--- src/rtl/if_stage_if.sv ---
// IF-stage boundary signals: IF->ID handshake/payload, ID->PC redirect, instruction SRAM port.
// master = if_stage side; slave = the ID stage / SRAM side.
interface if_stage_if #(
   parameter int unsigned IF_TO_ID_BUS_WD = 64,
   parameter int unsigned ID_TO_PC_BUS_WD = 33
);
   logic                       ID_allow_in;
   logic [ID_TO_PC_BUS_WD-1:0] ID_to_PC_bus;
   logic                       IF_to_ID_valid;
   logic [IF_TO_ID_BUS_WD-1:0] IF_to_ID_bus;
   logic                       inst_sram_en;
   logic [31:0]                inst_sram_addr;
   logic [31:0]                inst_sram_rdata;

   modport master (
      input  ID_allow_in, ID_to_PC_bus, inst_sram_rdata,
      output IF_to_ID_valid, IF_to_ID_bus, inst_sram_en, inst_sram_addr
   );

   modport slave (
      output ID_allow_in, ID_to_PC_bus, inst_sram_rdata,
      input  IF_to_ID_valid, IF_to_ID_bus, inst_sram_en, inst_sram_addr
   );
endinterface

--- src/rtl/if_stage.sv ---
// MIPS instruction-fetch stage: owns the PC, issues reads to a 1-cycle synchronous
// instruction SRAM, and holds the fetched word in a one-entry buffer while ID stalls.
module if_stage #(
   parameter logic [31:0] RESET_PC        = 32'hBFC0_0000,
   parameter int unsigned IF_TO_ID_BUS_WD = 64,
   parameter int unsigned ID_TO_PC_BUS_WD = 33
) (
   input logic      clk,
   input logic      reset,
   if_stage_if.master bus
);

   localparam int unsigned PC_W = 32;

   logic            IF_valid;
   logic [PC_W-1:0] IF_pc;
   logic [PC_W-1:0] inst_buf;
   logic            inst_buf_valid;

   logic            IF_ready_go;
   logic            IF_allow_in;
   logic            redirect;
   logic [PC_W-1:0] redirect_target;
   logic [PC_W-1:0] seq_pc;
   logic [PC_W-1:0] next_pc;
   logic            fetch_en;
   logic            buf_capture;
   logic [PC_W-1:0] inst_word;

   // Handshake: SRAM latency is fixed, so a valid IF entry is always ready to go.
   always_comb begin
      IF_ready_go = 1'b1;
      IF_allow_in = ~IF_valid | (IF_ready_go & bus.ID_allow_in);
      fetch_en    = ~reset & IF_allow_in;
      buf_capture = IF_valid & ~inst_buf_valid & ~bus.ID_allow_in;
   end

   // Pre-IF next PC; the redirect is only consumed on a cycle that actually issues.
   always_comb begin
      redirect        = IF_valid & bus.ID_to_PC_bus[0];
      redirect_target = bus.ID_to_PC_bus[ID_TO_PC_BUS_WD-1:1];
      seq_pc          = IF_pc + PC_W'(4);
      next_pc         = redirect ? redirect_target : seq_pc;
   end

   // SRAM rdata is only trusted the first cycle after issue; afterwards the buffer holds it.
   always_comb begin
      inst_word           = inst_buf_valid ? inst_buf : bus.inst_sram_rdata;
      bus.inst_sram_en    = fetch_en;
      bus.inst_sram_addr  = next_pc;
      bus.IF_to_ID_valid  = IF_valid & IF_ready_go;
      bus.IF_to_ID_bus    = IF_TO_ID_BUS_WD'({seq_pc, inst_word});
   end

   always_ff @(posedge clk) begin
      if (reset) begin
         IF_valid       <= 1'b0;
         IF_pc          <= RESET_PC - PC_W'(4);
         inst_buf       <= '0;
         inst_buf_valid <= 1'b0;
      end else begin
         if (fetch_en) begin
            IF_valid <= 1'b1;
            IF_pc    <= next_pc;
         end
         // Capture needs ID_allow_in=0 with IF valid, so it never overlaps a new issue.
         if (IF_allow_in) begin
            inst_buf_valid <= 1'b0;
         end else if (buf_capture) begin
            inst_buf       <= bus.inst_sram_rdata;
            inst_buf_valid <= 1'b1;
         end
      end
   end

endmodule
--- src/flat_wrapper.sv ---
// flat-port wrapper written by rule: the top's interface ports become plain ports
module if_stage_flat 
#(
   parameter logic [31:0] RESET_PC        = 32'hBFC0_0000,
   parameter int unsigned IF_TO_ID_BUS_WD = 64,
   parameter int unsigned ID_TO_PC_BUS_WD = 33
)
  (clk, reset, bus_ID_allow_in, bus_ID_to_PC_bus, bus_inst_sram_rdata, bus_IF_to_ID_valid, bus_IF_to_ID_bus, bus_inst_sram_en, bus_inst_sram_addr);
  if_stage_if #(.IF_TO_ID_BUS_WD(IF_TO_ID_BUS_WD), .ID_TO_PC_BUS_WD(ID_TO_PC_BUS_WD)) bus_i ();
  input logic clk;
  input logic reset;
  input wire logic [$bits(bus_i.ID_allow_in)-1:0] bus_ID_allow_in;
  input wire logic [$bits(bus_i.ID_to_PC_bus)-1:0] bus_ID_to_PC_bus;
  input wire logic [$bits(bus_i.inst_sram_rdata)-1:0] bus_inst_sram_rdata;
  output wire logic [$bits(bus_i.IF_to_ID_valid)-1:0] bus_IF_to_ID_valid;
  output wire logic [$bits(bus_i.IF_to_ID_bus)-1:0] bus_IF_to_ID_bus;
  output wire logic [$bits(bus_i.inst_sram_en)-1:0] bus_inst_sram_en;
  output wire logic [$bits(bus_i.inst_sram_addr)-1:0] bus_inst_sram_addr;
  assign bus_i.ID_allow_in = bus_ID_allow_in;
  assign bus_i.ID_to_PC_bus = bus_ID_to_PC_bus;
  assign bus_i.inst_sram_rdata = bus_inst_sram_rdata;
  assign bus_IF_to_ID_valid = bus_i.IF_to_ID_valid;
  assign bus_IF_to_ID_bus = bus_i.IF_to_ID_bus;
  assign bus_inst_sram_en = bus_i.inst_sram_en;
  assign bus_inst_sram_addr = bus_i.inst_sram_addr;
  if_stage #(.RESET_PC(RESET_PC), .IF_TO_ID_BUS_WD(IF_TO_ID_BUS_WD), .ID_TO_PC_BUS_WD(ID_TO_PC_BUS_WD)) u_core (.clk(clk), .reset(reset), .bus(bus_i));
endmodule
--- config.mk ---
export PLATFORM = sky130hd
export DESIGN_NAME = if_stage_flat
export DESIGN_NICKNAME = d
export VERILOG_FILES = /design/src/rtl/if_stage_if.sv /design/src/rtl/if_stage.sv /design/src/flat_wrapper.sv
export SDC_FILE = /design/constraint.sdc
export NUM_CORES = 1
export LEC_CHECK = 0
export BUFFER_PORTS_ARGS = -buffer_cell sky130_fd_sc_hd__buf_2
export CAP_MARGIN = 20
export CORE_MARGIN = 5
export CORE_UTILIZATION = 48
export DETAILED_ROUTE_END_ITERATION = 6
export GPL_ROUTABILITY_DRIVEN = 0
export GPL_TIMING_DRIVEN = 1
export PLACE_DENSITY_LB_ADDON = 0.25
export SETUP_SLACK_MARGIN = 0.5
export SLEW_MARGIN = 5
export SYNTH_ARGS = -nofsm -noshare
export SYNTH_HDL_FRONTEND = slang
export SYNTH_SLANG_ARGS = --single-unit
export TNS_END_PERCENT = 20
--- constraint.sdc ---
create_clock -name clk -period 2.6 [get_ports clk]
set_input_delay 0.52 -clock clk [delete_from_list [all_inputs] [get_ports clk]]
set_output_delay 0.52 -clock clk [all_outputs]
set_load 0.02 [all_outputs]
* Word level (Yosys, flattened, before mapping)
Index checks and enable logic that the tools add are counted. W data, S select, Z words.
Operators by class: mux-type cells 2, divide/modulo/power cells 0, add/subtract/negate cells 1, bitwise operators 10, $mul 0, shift-type cells 0, reductions and logical operators 2, magnitude comparators 0, equal/unequal tests 0
Operators with widths (number):
- $mux W32 | 2
- $add A32 B3 Y32 const B | 1
- $not A1 Y1 | 5
- $and A1 B1 Y1 | 4
- $reduce_and A2 Y1 | 1
- $reduce_or A2 Y1 | 1
- $or A1 B1 Y1 | 1
Storage, ports and cells: bits in writable memories 0, bits in registers 66, ROM bits 0, word-level logic and storage cells 19, output and inout bits 98, bits in latches 0, input bits 68, memories kept 0

* Logic depth before layout (Yosys ltp)
Gate-level depths: netlist of run 1.
word-level depth 4, depth in mapped cells 8, mapped depth without buffers 6

* Worst setup path after synthesis of run 1
No wires, ideal clock.
path kind reg-to-output, start point register u_core.IF_pc[2], end point output port bus_inst_sram_addr[26], path buffers 0, arrival 1876 ps, setup slack 204 ps, data required time 2080 ps, cell stages (with the launch flop) 7, path through dfxtp_1 > ha_1 > nand3_2 > nor3_4 > nand4_1 > xnor2_1 > o21ba_2
On the way: word-level cells in the longest chain between the ends 2
Ends and longest elaborated chain:
- from (decl) | line if_stage.sv:16 | logic [PC_W-1:0] IF_pc;
- from (signal assigned) | line if_stage.sv:58 | IF_pc <= RESET_PC - PC_W'(4);
- from (signal assigned) | line if_stage.sv:64 | IF_pc <= next_pc;
- $add A32 B3 Y32 | line if_stage.sv:42 | seq_pc = IF_pc + PC_W'(4);
- named net bus_IF_to_ID_bus[58] | line flat_wrapper.sv:16 | output wire logic [$bits(bus_i.IF_to_ID_bus)-1:0] bus_IF_to_ID_bus;
- $mux W32 | line if_stage.sv:43 | next_pc = redirect ? redirect_target : seq_pc;
- to (decl) | line flat_wrapper.sv:18 | output wire logic [$bits(bus_i.inst_sram_addr)-1:0] bus_inst_sram_addr;
The timed path passes the listed nets, and every way through them passes these cells.

* Worst setup path after layout of run 1
start point register u_core.IF_pc[3], end point output port bus_inst_sram_addr[16]
On the way: word-level cells in the longest chain between the ends 2
Ends and longest elaborated chain (line):
- $add A32 B3 Y32 | if_stage.sv:42
- $mux W32 | if_stage.sv:43
No other way between the ends.

==> results.cfg, run 1 <==
[grt]
grt.busiest_layer = met2
grt_pass1_vias = 4456
use_met3 = 0.0631
grt_pass1_wl_um = 20900
gr-total-overflow = 0
antenna_found_initial = 1
grtUsageMet1 = 0.289
use_met2 = 0.475
grt_max_degree = 35
grtUsageTotal = 0.260

[synthesis]
yosysTopAreaCellShare = 0.343
synth_top_flop_cell = dfxtp_1
async_flop_share = 0
yosys.area.top_type = dfxtp_1
ys.warnings.count = 0
synth_area_sq_um = 3850
synth-edff-count = 0
ys_seq_area_frac = 0.343
synth_area_per_cell_sq_um = 8.05
syn-num-nets = 547
ys_top_cells_by_area = dfxtp_1 34%, mux2_2 11%, nand2_1 7.7%
synthCells = 478
ys_seq_elements = 66
synth_cell_type_count = 47

[sta]
slew_headroom = 0.611
finalSetupViolations = 4
max_freq_ghz = 0.375
holdWs_ps = 406
post-route-period-util = 1.03
hold_violations = 0
tightest_slew_ps = 582
rsz0062_at_grt = yes
finalClockSkew_ps = 9.20
drv_slew = 0
min_period_ps = 2670
fin_ws_ps = -65.7
finalSetupTns_ps = -121

[placed_design]
portBuffers = 165
dp_cells = 729
dp_hpwl_um = 8430

[cells_and_area]
fin_cells = 811
diodes = 0
final_cell_mix = 118 x buf_2, 73 x nand2_1, 69 x buf_4, 54 x nor2_1, 54 x buf_6
synthToLayoutAreaGrowth_pct = 67.3
fin_nets = 773
drive_above_1_share = 0.574
final_common_cell = buf_2

[setup_path]
reg2reg_slack_ps = 40
critPathKind = flop to primary output
path_buf_inv = 2
critPathRequiredTime_ps = 2080
critPathArrivalTime_ps = 2150
path_cells = ha_4 -> nand3_4 -> buf_12 -> nor4_4 -> nand3_2 -> xor2_2 -> a21oi_1 -> buf_4
crit_path_end_kind = primary output
slowest_delay_ps = 370
worstPathMaxFanout = 4
cp_slowest_cell = dfxtp_4
cp_top_family = simple AND/OR/NAND/NOR gates
start_kind = flop

[floorplan]
fp-row-count = 32
die-height_um = 99.5
ios = 166
die_width_um = 99.5
core-area_sq_um = 7770
start_util = 0.495
dieArea_sq_um = 9910

[cts]
ctsHoldBuffers = 0
clkTransAtPathRegs_ps = 80
cts_buffer_depth = 2
htree_num_levels = 3
cts_tree = done
numCtsBuffers = 9
cts_root_buffer = clkbuf_8
clock-sinks = 66
clock_latency_ps = 350

[drt]
vias_per_cell = 5.74
drtPass1Iterations = 5
ant_nets = 0
wl_per_cell_um = 19.6
initialDrtViolationCount = 325
drt-total-wl_um = 15900
drc_errors = 0
vias = 4658

[power_and_ir_drop]
max-vdd-ir-drop_mv = 0.389
p_per_area_nw_per_um2 = 721
leakage_uw = 0.00283

[outcome]
violations = setup timing
status = complete, but fails checks

[worst_hold_path]
hp-class = primary input to flop

[run]
drv_cap = 0
-- sequential cells by signal, summed over array words and instances (netlist names) --
| name | count |
|---|---|
| u_core.IF_pc | 32 |
| u_core.bus.IF_to_ID_valid | 1 |
| u_core.inst_buf | 32 |
| u_core.inst_buf_valid | 1 |
-- final timing paths --
check / startpoint / depth (start not counted) / to
max reg2reg: u_core.IF_pc[12]$_SDFFE_PP1P_ / 16 / u_core.IF_pc[29]$_SDFFE_PP1P_
min: bus_inst_sram_rdata[15] / 3 / u_core.inst_buf[15]$_SDFFE_PP0P_
min reg2reg: u_core.inst_buf[9]$_SDFFE_PP0P_ / 2 / u_core.inst_buf[9]$_SDFFE_PP0P_
max: u_core.IF_pc[3]$_SDFFE_PP1P_ / 8 / bus_inst_sram_addr[16]
-- logic make-up (layout without fill, tap and decap cells) --
logic type	Yosys count	count (layout)	synth area share
multiplexers	43	43	0.126
flip-flops	66	66	0.343
AND/OR/NAND/NOR	185	185	0.223
buffers and inverters	54	285	0.0579
adder cells (fa/ha/maj)	1	1	0.00325
XOR/XNOR	28	28	0.0637
AO/OA/AOI/OAI	101	101	0.182
-- cell type report --
type,instances,area (sq um)
flip-flops and latches,66,1390
multi-input cells,358,2790
clock buffers,9,124
well taps,102,128
inverters,20,75.1
fillers,440,1330
repair buffers,249,1870
clock inverters,7,70.1
-- Yosys cell counts (2+ instances only) --
master,count
a221oi_1,4
dfxtp_1,66
buf_4,4
nor3_2,2
inv_1,19
nand2_1,79
and3_1,8
xor2_1,14
nand2b_1,5
nand3_1,10
mux2i_1,3
o2bb2ai_1,4
nand4_1,8
nor3_1,4
a221oi_2,6
a21oi_1,48
clkbuf_1,23
buf_1,3
o21ai_0,8
nand3_2,2
a22o_1,2
xnor2_1,14
o22a_1,8
mux2_2,39
o21ba_2,7
buf_2,4
a31oi_1,7
nor2_1,58
-- layer usage --
| metal | wire [um] | vias up |
|---|---|---|
| met2 | 8220 | 295 |
| met5 | 7 | - |
| met3 | 1360 | 81 |
| met4 | 811 | 2 |
| met1 | 5520 | 2187 |
| li1 | - | 2093 |
-- report_power, final --
| group | internal, uW | switching [uW] | leakage [uW] | total, uW |
|---|---|---|---|---|
| Combinational | 1200 | 1350 | 0.00219 | 2550 |
| Sequential | 1120 | 109 | 0.000538 | 1230 |
| Clock | 441 | 427 | 0.0000990 | 868 |
-- metrics by stage --
| step | cell area, sq um | utilization | power, uW | worst slack (ps) |
|---|---|---|---|---|
| after CTS | 5850 | 0.753 | 4070 | 88.7 |
| after detailed placement | 4940 | 0.636 | 2820 | 195 |
| after floorplan | 3980 | - | 2330 | 341 |
| final | 6430 | 0.828 | 4640 | -65.7 |
| after global routing | 6430 | 0.828 | 4830 | -131 |
| after global placement | 4940 | 0.636 | 2790 | 257 |
-- worst register-to-register path: stages (launching register included) --
cell and delay [ps]:
dfxtp_4 410, nand3_4 130, nor3_4 220, buf_6 160, buf_16 120, nand4_1 160, buf_4 190, buf_6 110
buf_6 110, buf_6 110, buf_6 110, buf_6 110, buf_6 100, buf_6 100, buf_6 100, mux2i_1 170
nor2_1 60
-- timing repair --
| item | 4_1_cts | 5_1_grt |
|---|---|---|
| pin swaps | 24 | 48 |
| endpoints found under the setup margin | 88 | 92 |
| gates resized for setup | 73 | 132 |
| setup buffers | 55 | 9 |
| gates cloned | 2 | 0 |
No activity file was read; power rests on OpenSTA's default activity.
==> inputs of run 2 (changes only) <==
--- a/config.mk
+++ b/config.mk
@@ -8,12 +8,14 @@
 export BUFFER_PORTS_ARGS = -buffer_cell sky130_fd_sc_hd__buf_2
 export CAP_MARGIN = 20
 export CORE_MARGIN = 5
-export CORE_UTILIZATION = 48
+export CORE_UTILIZATION = 35
+export CTS_BUF_LIST = sky130_fd_sc_hd__clkbuf_4 sky130_fd_sc_hd__clkbuf_8
 export DETAILED_ROUTE_END_ITERATION = 6
 export GPL_ROUTABILITY_DRIVEN = 0
 export GPL_TIMING_DRIVEN = 1
 export PLACE_DENSITY_LB_ADDON = 0.25
 export SETUP_SLACK_MARGIN = 0.5
+export SKIP_LAST_GASP = 1
 export SLEW_MARGIN = 5
 export SYNTH_ARGS = -nofsm -noshare
 export SYNTH_HDL_FRONTEND = slang
==> run 2 against run 1 <==
Clock power down 8.9%. Sequential power about the same. Critical path type unchanged. Global-route usage down 8.3 points. Largest power group unchanged. Clock-buffer cell count unchanged. Register-to-register slack better by 60 ps. Routed wire length down 20%. Non-clock buffer count down 22. Die area up 33%. Utilization down 28 points. First-iteration DRC count down 50%. Largest cell class unchanged. Setup slack better by 97 ps. The flow now finishes without violations.
==> results.cfg, run 2 (synthesis gave the netlist of run 1 again) <==
[floorplan]
start_util = 0.356
ios = 166
die-height_um = 115
dieArea_sq_um = 13200
fp-row-count = 38
core-area_sq_um = 10800
die_width_um = 115

[drt]
ant_nets = 0
drt-total-wl_um = 12700
wl_per_cell_um = 15.4
vias = 4166
vias_per_cell = 5.04
initialDrtViolationCount = 161
drc_errors = 0
drtPass1Iterations = 5

[worst_hold_path]
hp-class = primary input to flop

[sta]
finalSetupViolations = 0
hold_violations = 0
min_period_ps = 2570
drv_slew = 0
tightest_slew_ps = 485
slew_headroom = 0.676
max_freq_ghz = 0.389
post-route-period-util = 0.988
finalSetupTns_ps = 0
finalClockSkew_ps = 9.85
rsz0062_at_grt = yes

[grt]
grt_pass1_vias = 4043
grt_pass1_wl_um = 19100
grtUsageTotal = 0.177
grt_max_degree = 36
gr-total-overflow = 0
antenna_found_initial = 0

[setup_path]
reg2reg_from = u_core.IF_pc[15]$_SDFFE_PP1P_
reg2regPathDepth = 14
critPathRequiredTime_ps = 2080
worstSetupEndpoint = bus_inst_sram_addr[28]
critPathArrivalTime_ps = 2050
crit_path_end_kind = primary output
r2r_end = u_core.IF_pc[31]$_SDFFE_PP1P_
critPathLaunch = u_core.IF_pc[15]$_SDFFE_PP1P_
worstPathMaxFanout = 5
critPathKind = flop to primary output
reg2reg_slack_ps = 100
start_kind = flop

[cts]
ctsHoldBuffers = 0
clkTransAtPathRegs_ps = 80
cts_buffer_depth = 2
cts_tree = done
clock-sinks = 66
htree_num_levels = 3
numCtsBuffers = 9
clock_latency_ps = 340
cts_root_buffer = clkbuf_8

[cells_and_area]
fill_cells = 1001
drive_above_1_share = 0.534
finalCoreUtilization = 0.549
synthToLayoutAreaGrowth_pct = 54.0
diodes = 0
fin_nets = 751
largestRegisters = u_core.IF_pc x32, u_core.inst_buf x32
final_common_cell = buf_2
final_cell_mix = 143 x buf_2, 75 x nand2_1, 58 x buf_4, 56 x nor2_1, 44 x dfxtp_1

[run]
drv_cap = 0

[placed_design]
dp_hpwl_um = 8590
portBuffers = 165

[power_and_ir_drop]
leakage_uw = 0.00257
max-vdd-ir-drop_mv = 0.398
p_per_area_nw_per_um2 = 703

[outcome]
status = finished, final reports clean
==> run 2: critical path, stage by stage (launching register included) <==
cell       delay (ps)
dfxtp_4           370
nand3_4            80
nor3_4            310
clkbuf_16         210
and4_4            240
xnor2_2            80
mux2_4            270
buf_6             130
==> run 2: area by class of cell <==
cell class / instances / area [sq um] / area share
clock inverter: 7 / 53.8 / 0.00908
clock buffer: 9 / 124 / 0.0209
inverter: 20 / 75.1 / 0.0127
timing repair buffer: 227 / 1480 / 0.250
multi-input combinational: 358 / 2650 / 0.446
tap: 140 / 175 / 0.0296
sequential: 66 / 1370 / 0.232
==> run 2: routing by layer <==
metal,global-route usage,wire (um)
met5,0,0
met4,0.0540,148
met3,0.0300,828
met2,0.311,6520
met1,0.222,5240
==> run 2: through the flow <==
step           hold slack [ps]  cells  cell area, sq um  worst slack (ps)  total power [uW]
2_1_floorplan              433    478              3980               341              2330
3_3_place_gp               438    765              4970               153              2800
3_5_place_dp               443    765              4970              87.8              2820
4_1_cts                    393    812              5610              65.7              3900
5_1_grt                    398    827              5930             -88.9              4400
6_report                   420    827              5930              30.8              4170
==> run 2: power by group <==
| group | internal [uW] | switching (uW) |
|---|---|---|
| Combinational | 983 | 1180 |
| Clock | 352 | 439 |
| Sequential | 1110 | 103 |
| Total | 2450 | 1720 |
==> run 2: worst min path at each step <==
stage	from	end	depth (start not counted)	slack, ps
2_1_floorplan	u_core.inst_buf[0]$_SDFFE_PP0P_	u_core.inst_buf[0]$_SDFFE_PP0P_	2	430
3_3_place_gp	u_core.inst_buf[4]$_SDFFE_PP0P_	u_core.inst_buf[4]$_SDFFE_PP0P_	2	440
3_5_place_dp	u_core.inst_buf[4]$_SDFFE_PP0P_	u_core.inst_buf[4]$_SDFFE_PP0P_	2	440
4_1_cts	bus_inst_sram_rdata[15]	u_core.inst_buf[15]$_SDFFE_PP0P_	3	390
5_1_grt	bus_inst_sram_rdata[4]	u_core.inst_buf[4]$_SDFFE_PP0P_	3	400
6_report	bus_inst_sram_rdata[30]	u_core.inst_buf[30]$_SDFFE_PP0P_	3	420
==> run 2: what timing repair did <==
item	in CTS	in global routing
pin swaps	20	19
setup endpoints to repair	86	91
buffers inserted	31	13
gates resized for setup	60	50
hold endpoints to repair	0	0
gates cloned	0	2
